### config.mk
export PLATFORM = sky130hd
export DESIGN_NAME = sseg_scan_driver
export DESIGN_NICKNAME = d
export VERILOG_FILES = /design/src/rtl/sseg_scan_driver_pkg.sv /design/src/rtl/sseg_scan_driver_digit_mux.sv /design/src/rtl/sseg_scan_driver.sv
export SDC_FILE = /design/constraint.sdc
export NUM_CORES = 1
export LEC_CHECK = 0
export ABC_AREA = 1
export BUFFER_PORTS_ARGS = -buffer_cell sky130_fd_sc_hd__buf_4
export CORE_MARGIN = 5
export CORE_UTILIZATION = 55
export DETAILED_ROUTE_END_ITERATION = 10
export MAX_ROUTING_LAYER = met4
export PLACE_DENSITY = 0.75
export SETUP_SLACK_MARGIN = 0.15
export SLEW_MARGIN = 0
export SYNTH_ARGS = -nofsm -noshare
export SYNTH_HDL_FRONTEND = slang
export SYNTH_HIERARCHICAL = 1
export SYNTH_SLANG_ARGS = --single-unit
### constraint.sdc
create_clock -name clk -period 1.6 [get_ports clk]
set_input_delay 0.08 -clock clk [delete_from_list [all_inputs] [get_ports clk]]
set_output_delay 0.08 -clock clk [all_outputs]
set_load 0.005 [all_outputs]
### src/rtl/sseg_scan_driver_pkg.sv
`default_nettype none
// ============================================================================
// Module      : sseg_scan_driver_pkg
// Description : Shared constants for the four-digit seven-segment scanner.
// Revision    : 1.0 - initial release
// ============================================================================
package sseg_scan_driver_pkg;

    // Field positions inside one packed digit byte
    localparam int unsigned SEG_MSB = 7;
    localparam int unsigned SEG_LSB = 1;
    localparam int unsigned DP_BIT  = 0;

    localparam logic [1:0] c_st_idle = 2'd0;
    localparam logic [1:0] c_st_on   = 2'd1;
    localparam logic [1:0] c_st_gap  = 2'd2;

    localparam logic [3:0]  c_an_off    = 4'hF;
    localparam logic [6:0]  c_seg_off   = 7'h7F;
    localparam logic        c_dp_off    = 1'b1;
    localparam logic [31:0] c_frame_off = 32'hFFFF_FFFF;

    // A terminal count of zero still needs a one-bit counter
    function automatic int unsigned cnt_width(input int unsigned n);
        return (n > 1) ? $clog2(n) : 1;
    endfunction

endpackage
`default_nettype wire

### src/rtl/sseg_scan_driver_digit_mux.sv
`default_nettype none
// ============================================================================
// Module      : sseg_digit_mux
// Description : Selects the scanned digit byte and applies blank/blink gating.
// Revision    : 1.0 - initial release
// ============================================================================
module sseg_digit_mux
    import sseg_scan_driver_pkg::*;
(
    input  logic [31:0] frame,
    input  logic [1:0]  index,
    input  logic        lit,
    input  logic        blank,
    input  logic        blink_off,
    output logic [3:0]  an,
    output logic [6:0]  seg,
    output logic        dp
);

    logic [7:0] w_byte;

    always_comb begin
        w_byte = frame[{index, 3'b000} +: 8];
        an     = c_an_off;
        seg    = c_seg_off;
        dp     = c_dp_off;
        if (lit && !blank && !blink_off) begin
            an  = ~(4'b0001 << index);
            seg = w_byte[SEG_MSB:SEG_LSB];
            dp  = w_byte[DP_BIT];
        end
    end

endmodule
`default_nettype wire

### src/rtl/sseg_scan_driver.sv
`default_nettype none
// ============================================================================
// Module      : sseg_scan_driver
// Description : Time-multiplexed 4-digit 7-segment scanner with tear-free
//               frame update, anti-ghosting gaps, blanking and blinking.
// Revision    : 1.0 - initial release
// ============================================================================
module sseg_scan_driver
    import sseg_scan_driver_pkg::*;
#(
    parameter int unsigned REFRESH_DIV = 100000,
    parameter int unsigned GAP_CYCLES  = 16,
    parameter int unsigned BLINK_SLOTS = 250
)(
    input  logic        clk,
    input  logic        rst_n,
    input  logic [31:0] sevenSeg,
    input  logic        load,
    input  logic        blank,
    input  logic        blink_en,
    output logic [3:0]  an,
    output logic [6:0]  seg,
    output logic        dp,
    output logic        frame_done
);

    localparam int unsigned c_on_w    = cnt_width(REFRESH_DIV);
    localparam int unsigned c_gap_w   = cnt_width(GAP_CYCLES);
    localparam int unsigned c_blink_w = cnt_width(BLINK_SLOTS);

    localparam logic [c_on_w-1:0]    c_on_last    = c_on_w'(REFRESH_DIV - 1);
    localparam logic [c_gap_w-1:0]   c_gap_last   = c_gap_w'(GAP_CYCLES - 1);
    localparam logic [c_blink_w-1:0] c_blink_last = c_blink_w'(BLINK_SLOTS - 1);

    logic [1:0]           r_state;
    logic [1:0]           r_index;
    logic [c_on_w-1:0]    r_on_cnt;
    logic [c_gap_w-1:0]   r_gap_cnt;
    logic [c_blink_w-1:0] r_blink_cnt;
    logic                 r_phase;
    logic                 r_pend_vld;
    logic [31:0]          r_pend;
    logic [31:0]          r_active;
    logic                 r_frame_done;

    logic w_frame_end;
    logic w_wrap;

    assign w_frame_end = (r_state == c_st_on) && (r_on_cnt == c_on_last) && (r_index == 2'd0);
    assign w_wrap      = w_frame_end && (r_blink_cnt == c_blink_last);

    always_ff @(posedge clk) begin
        if (!rst_n) begin
            r_state      <= c_st_idle;
            r_index      <= 2'd3;
            r_on_cnt     <= '0;
            r_gap_cnt    <= '0;
            r_blink_cnt  <= '0;
            r_phase      <= 1'b0;
            r_pend_vld   <= 1'b0;
            r_pend       <= c_frame_off;
            r_active     <= c_frame_off;
            r_frame_done <= 1'b0;
        end else begin
            r_frame_done <= w_frame_end;
            if (load) begin
                r_pend     <= sevenSeg;
                r_pend_vld <= 1'b1;
            end

            // r_index names the digit of the current/next ON slot; it steps
            // down when a slot ends so the first slot after IDLE is index 3.
            case (r_state)
                c_st_idle: begin
                    if (load) begin
                        r_state   <= c_st_gap;
                        r_index   <= 2'd3;
                        r_gap_cnt <= '0;
                        r_active  <= sevenSeg;
                    end
                end
                c_st_on: begin
                    if (r_on_cnt == c_on_last) begin
                        r_on_cnt <= '0;
                        r_state  <= c_st_gap;
                        r_index  <= r_index - 2'd1;
                    end else begin
                        r_on_cnt <= r_on_cnt + 1'b1;
                    end
                end
                c_st_gap: begin
                    if (r_gap_cnt == c_gap_last) begin
                        r_gap_cnt <= '0;
                        r_state   <= c_st_on;
                        if (r_index == 2'd3 && r_pend_vld) begin
                            r_active <= r_pend;
                            if (!load) begin
                                r_pend_vld <= 1'b0;
                            end
                        end
                    end else begin
                        r_gap_cnt <= r_gap_cnt + 1'b1;
                    end
                end
                default: r_state <= c_st_idle;
            endcase

            if (w_frame_end) begin
                r_blink_cnt <= w_wrap ? '0 : r_blink_cnt + 1'b1;
            end
            if (!blink_en) begin
                r_phase <= 1'b0;
            end else if (w_wrap) begin
                r_phase <= ~r_phase;
            end
        end
    end

    assign frame_done = r_frame_done;

    sseg_digit_mux u_mux (
        .frame     (r_active),
        .index     (r_index),
        .lit       (r_state == c_st_on),
        .blank     (blank),
        .blink_off (blink_en && r_phase),
        .an        (an),
        .seg       (seg),
        .dp        (dp)
    );

endmodule
`default_nettype wire

-- Word-level counts from Yosys, hierarchy flattened
Cells that the tools add are included.
- bits in registers: 100
- bits in latches: 0
- bits in writable memories: 0
- bits in read-only memories: 0
- bits of input ports: 37
- output and inout port bits: 13
- word-level logic and storage cells: 70
- memories: 0
- add/sub/neg operators: 4
- $mul: 0
- div/mod/pow operators: 0
- order comparisons: 0
- equal/unequal tests: 10
- shift-type cells: 2
- mux-type cells: 24
- bitwise operators: 2
- reductions and logical operators: 18
- operators with widths (operator ; count):
    $mux 32 ; 3
    $pmux 32 s2 ; 1
    $shiftx 32x6->8 ; 1
    $add 17x1->17 const B ; 1
    $eq 17x17->1 const B ; 1
    $mux 17 ; 1
    $mux 4 ; 3
    $mux 2 ; 5
    $add 8x1->8 const B ; 1
    $eq 8x8->1 const B ; 1
    $mux 8 ; 1
    $ne 2x2->1 const B ; 4
    $pmux 4 s2 ; 1
    $logic_and 1x1->1 ; 7
    $mux 7 ; 1
    $mux 1 ; 6
    $pmux 2 s3 ; 1
    $reduce_and 3->1 ; 2
    $add 4x1->4 const B ; 1
    $eq 2x2->1 const B ; 2
    $eq 4x4->1 const B ; 1
    $logic_not 2->1 ; 2
    $not 4->4 ; 1
    $pmux 2 s2 ; 1
    other kinds (8) ; 11

-- Depth between registers and ports, before layout
- word-level depth: 5
- depth in mapped cells: 11
- mapped depth without buffers: 11

-- Cells and area by module
The synthesis kept the hierarchy.
- modules (own cells, without submodules) (module ; times used ; cells an instance ; area each (um^2) ; sequential area each (um^2)):
    sseg_scan_driver ; 1 ; 604 ; 4738.3 ; 2001.9
    sseg_digit_mux ; 1 ; 84 ; 391.6 ; 0.0

-- Worst setup path before layout
OpenSTA, ideal clock, no wires.
- kind: register -> register
- start: register r_on_cnt[0]
- end: register r_blink_cnt[0]
- setup time: 0.117 ns
- arrival time: 1.376 ns
- required time: 1.483 ns
- setup slack: 0.107 ns
- stages on the path, launching flop included: 11
- path buffers: 0
- clock period less this slack: 1.493 ns
- cell sequence: dfxtp_1 -> ha_1 -> nand2_1 -> nor2_1 -> nand2_1 -> nor2_4 -> nand2_4 -> nor2_4 -> inv_1 -> nand2_1 -> a21oi_2
- longest elaborated chain between the ends: 5
- RTL lines (item ; RTL line ; RTL):
    start: declaration ; sseg_scan_driver.sv:37 ; logic [c_on_w-1:0] r_on_cnt;
    start signal: assignment ; sseg_scan_driver.sv:88 ; r_on_cnt <= r_on_cnt + 1'b1;
    $eq 17x17->1 (*) ; sseg_scan_driver.sv:49 ; assign w_frame_end = (r_state == c_st_on) && (r_on_cnt == c_on_last) && (r_index == 2'd0);
    $logic_and 1x1->1 (*) (2 in series) ; sseg_scan_driver.sv:49 ;
    $logic_and 1x1->1 ; sseg_scan_driver.sv:50 ; assign w_wrap = w_frame_end && (r_blink_cnt == c_blink_last);
    $mux 8 ; sseg_scan_driver.sv:109 ; r_blink_cnt <= w_wrap ? '0 : r_blink_cnt + 1'b1;
    end signal: assignment ; sseg_scan_driver.sv:109 ;
    end: declaration ; sseg_scan_driver.sv:39 ; logic [c_blink_w-1:0] r_blink_cnt;
Mark *: on every way between the ends. The rest lies on a longest branch, timed or not.
A chain may end at the register's enable or synchronous reset.

-- Final worst setup path
- start: register r_on_cnt[5]
- end: register r_blink_cnt[1]
Same word-level chain as after synthesis.

==> results_tabular.tex <==
\begin{tabular}{lr}
\hline
Metric & Value \\
\hline
\multicolumn{2}{l}{\textbf{Run status}} \\
\quad Outcome & finished with violations \\
\quad Violations in the final reports & negative setup slack \\
\multicolumn{2}{l}{\textbf{STA}} \\
\quad Unrepaired setup endpoints after global routing & yes \\
\quad Min Tclk post-route & 1740 ps \\
\quad Number of hold violations in the final report & 0 \\
\quad Highest clock frequency the design can meet & between 500 and 600 MHz \\
\quad Setup Total Neg Slack & -2610 ps \\
\quad Final setup violating endpoints & 52 \\
\quad Final worst-path cycle share & 109\% \\
\quad Max-slew violation total from the final report & 0 \\
\quad Transition at the pin with the smallest max-transition slack & 466 ps \\
\quad Final hold slack & 33.8 ps \\
\quad Final clock skew & roughly 13 ps \\
\quad Normalized max-slew margin & 68.9\% \\
\quad Final worst setup slack & -144 ps \\
\multicolumn{2}{l}{\textbf{Die}} \\
\quad Core region area & between 9000 and 10000 um\^{}2 \\
\quad Die width & roughly 110 um \\
\quad Placement Rows & 35 \\
\quad Effective utilization at floorplan & 56.0\% \\
\quad Die Y-Extent & 107 um \\
\quad I/O pin count & 50 \\
\quad Area of the die & 11400 um\^{}2 \\
\multicolumn{2}{l}{\textbf{Run}} \\
\quad Reported max-cap violation count & 0 \\
\multicolumn{2}{l}{\textbf{Yosys}} \\
\quad Area fraction in and, or, nand and nor cells after synthesis & between 30\% and 40\% \\
\quad Share of the synthesized area in compound gates (AO/OA/AOI/OAI) & between 10\% and 20\% \\
\quad Warning count from the yosys run & 6 \\
\quad Share of synthesized area spent on multiplexers & 0\% \\
\quad Xor/xnor cell area share of the yosys netlist & 0.854\% \\
\quad Cell count after synthesis & 688 \\
\quad EDFF count, synth & 0 \\
\quad Syn Nets & roughly 730 \\
\quad Asr flop ratio synth & 0\% \\
\quad Synth unique cells & 38 \\
\quad Flip-flop and latch count after synthesis & 100 \\
\quad Dominant combinational cell family by area after synthesis & simple AND/OR/NAND/NOR gates \\
\quad Sequential-to-total area share from yosys stat & 39.0\% \\
\quad Post-synthesis area per instance & approximately 7.5 um\^{}2 \\
\quad Most instantiated flip-flop cell in the synthesis netlist & sky130\_fd\_sc\_hd\_\_dfxtp\_1 \\
\quad Post-Synth Adder-Cell Area & 1.46\% \\
\quad Cell area after synthesis & 5130 um\^{}2 \\
\multicolumn{2}{l}{\textbf{Drt}} \\
\quad Number of design rule violations left after detail routing & 0 \\
\quad Number of search-and-repair iterations in the first detailed-routing pass & 5 \\
\quad Number of design-rule violations left by the first detailed-router iteration & 488 \\
\quad Routed len/inst & 18.2 um \\
\quad Routed wire length & 16800 um \\
\quad Via-per-instance ratio & between 5 and 6 \\
\quad Total via count after detailed routing & 5395 \\
\quad Antenna Nets Post-Route & 0 \\
\multicolumn{2}{l}{\textbf{Placed design}} \\
\quad Last weighted congestion value of the routability-driven placer & just under 0.9 \\
\quad Final HPWL DP & 8410 um \\
\quad Buffers added on ports & 49 \\
\quad Place WS & -1.78 ps \\
\multicolumn{2}{l}{\textbf{CTS}} \\
\quad Clock tree from TritonCTS & built \\
\quad Count of H-tree levels built during CTS & 3 \\
\quad Maximum number of buffers from clock root to sink & 2 \\
\quad Inserted Clock Buffers & 9 \\
\quad Insertion delay to the later sink of the worst-skew pair & 380 ps \\
\quad CTS clock-pin slew for the worst setup and hold paths & 90 ps \\
\quad Number of clock sinks & 100 \\
\quad Buffer cell driving the clock tree root & sky130\_fd\_sc\_hd\_\_clkbuf\_8 \\
\multicolumn{2}{l}{\textbf{Global routing}} \\
\quad GRT Util Overall & 23.7\% \\
\quad Number of antenna violations at the first check in global routing & 0 \\
\quad Gr ovfl total & 0 \\
\quad Via count of the first global-routing pass & 4609 \\
\quad First-pass GRT wire length & 21500 um \\
\quad Maximum number of pins on one net before global-route repair & 53 \\
\multicolumn{2}{l}{\textbf{Power and ir drop}} \\
\quad Power density relative to cell area & approximately 790 nW/um\^{}2 \\
\quad P\_leak & 3.15 nW \\
\quad Largest voltage drop on the vdd net & 0.507 mV \\
\multicolumn{2}{l}{\textbf{Setup path}} \\
\quad Element type at the critical path end & flop \\
\quad Category of the most critical setup path & reg2reg \\
\quad Arrival time of data at the critical path endpoint & 2010 ps \\
\quad Req. time, crit path & roughly 1900 ps \\
\quad CP Launch Type & flop \\
\quad Largest fanout on the critical path & 6 \\
\multicolumn{2}{l}{\textbf{Final layout}} \\
\quad Fraction of layout instances using a drive strength above 1 & 39.4\% \\
\quad Util after Layout & 79.7\% \\
\quad Commonest cells after routing, fill and taps aside & sky130\_fd\_sc\_hd\_\_nand2\_1, sky130\_fd\_sc\_hd\_\_dfxtp\_1, sky130\_fd\_sc\_hd\_\_buf\_4 \\
\quad Most common cell after layout, fill and taps aside & sky130\_fd\_sc\_hd\_\_nand2\_1 \\
\quad ANT cells & 0 \\
\quad Layout area overhead & 42.2\% \\
\quad Number of nets in the layout & 850 \\
\multicolumn{2}{l}{\textbf{Hold path}} \\
\quad Path type of the worst min-delay path & in2reg \\
\hline
\end{tabular}
where the power goes:
group	leakage, nW	internal (mW)	switching (mW)
logic	2.24	0.656	0.812
clock network	0.0791	0.577	0.932
registers	0.829	2.66	0.160
path summary, 6_finish.rpt:
path | startpoint | endpoint | slack [ps] | depth (start not counted)
worst max-delay path | r_on_cnt[5] | r_blink_cnt[1] | -140 | 10
worst min-delay path | rst_n | r_pend[12] | 30 | 2
worst max register to register | r_on_cnt[5] | r_blink_cnt[1] | -140 | 10
worst min register to register | r_pend[2] | r_pend[2] | 470 | 2
sequential cells by signal, summed over array words and instances, names as in the netlist:
signal / count
r_gap_cnt: 4
r_on_cnt: 17
frame_done: 1
r_pend: 32
r_state: 2
r_blink_cnt: 8
r_pend_vld: 1
r_index: 2
r_active: 32
r_phase: 1
per-layer routing:
metal	part of all wire, %	up-vias	track usage, %
met2	49	275	38.8
met4	4.4	0	9.04
met3	5.9	73	2.77
met5	0	-	-
li1	-	2482	-
met1	41	2565	30.3
cells by family after synthesis:
kind of cell / after synthesis
AOI/OAI and AO/OA: 119
xor gates and xnor gates: 5
adders and majority gates: 6
buffers and inverters: 99
DFF: 100
and+or+nand+nor: 359
final cells by class:
class | instances | area (um^2)
Timing Repair Buffer | 144 | 1440
Fill cell | 489 | 1860
Tap cell | 111 | 139
Multi-Input combinational cell | 490 | 3260
Clock inverter | 6 | 48.8
Clock buffer | 10 | 128
Inverter | 62 | 262
Sequential cell | 100 | 2020
worst max-delay path: stages, from the launching register on:
cell	delay (ps)
sky130_fd_sc_hd__dfxtp_1	370
sky130_fd_sc_hd__inv_2	130
sky130_fd_sc_hd__nand2_1	70
sky130_fd_sc_hd__nor2_1	180
sky130_fd_sc_hd__nand2_2	130
sky130_fd_sc_hd__nor2_4	210
sky130_fd_sc_hd__nand2_8	90
sky130_fd_sc_hd__nor2_4	210
sky130_fd_sc_hd__nand2_1	90
sky130_fd_sc_hd__o21ai_1	100
sky130_fd_sc_hd__nor2_1	70
cell usage after synthesis (3+ instances only):
| library cell | instances | area (um^2) |
|---|---|---|
| sky130_fd_sc_hd__o21ai_0 | 44 | 220 |
| sky130_fd_sc_hd__or2_2 | 21 | 131 |
| sky130_fd_sc_hd__nor2_1 | 34 | 128 |
| sky130_fd_sc_hd__dfxtp_1 | 100 | 2000 |
| sky130_fd_sc_hd__inv_1 | 54 | 203 |
| sky130_fd_sc_hd__nand2_2 | 10 | 62.6 |
| sky130_fd_sc_hd__xor2_1 | 5 | 43.8 |
| sky130_fd_sc_hd__buf_4 | 5 | 37.5 |
| sky130_fd_sc_hd__nor3_1 | 10 | 50.1 |
| sky130_fd_sc_hd__nand3_1 | 53 | 265 |
| sky130_fd_sc_hd__nor3b_1 | 3 | 22.5 |
| sky130_fd_sc_hd__buf_1 | 3 | 11.3 |
| sky130_fd_sc_hd__o21ai_1 | 11 | 55.1 |
| sky130_fd_sc_hd__inv_2 | 5 | 18.8 |
| sky130_fd_sc_hd__buf_2 | 8 | 40.0 |
| sky130_fd_sc_hd__nand2_1 | 197 | 739 |
| sky130_fd_sc_hd__nor2_4 | 6 | 67.6 |
| sky130_fd_sc_hd__o211ai_2 | 32 | 400 |
| sky130_fd_sc_hd__nand4_1 | 12 | 75.1 |
| sky130_fd_sc_hd__a21oi_1 | 28 | 140 |
| sky130_fd_sc_hd__clkbuf_1 | 11 | 41.3 |
| sky130_fd_sc_hd__buf_6 | 8 | 90.1 |
| sky130_fd_sc_hd__nor3_4 | 3 | 48.8 |
| sky130_fd_sc_hd__ha_1 | 6 | 75.1 |
what timing repair did:
item | in CTS | in global routing
cloned | 1 | 7
pin swaps | 20 | 37
resized for setup | 58 | 155
endpoints found under the setup margin | 59 | 70
buffers inserted | 11 | 17
hold endpoints to repair | 32 | 0
hold buffers | 32 | 0
per-stage QoR:
step / std cells / instance area, um^2 / power, mW
global route: 923 / 7290 / 6.02
global placement: 839 / 5670 / 3.72
detailed placement: 839 / 5670 / 3.75
finish: 923 / 7290 / 5.80
floorplan: 688 / 5150 / 3.49
CTS: 899 / 6450 / 5.33
Note: power is estimated with default switching activity, not from simulation.
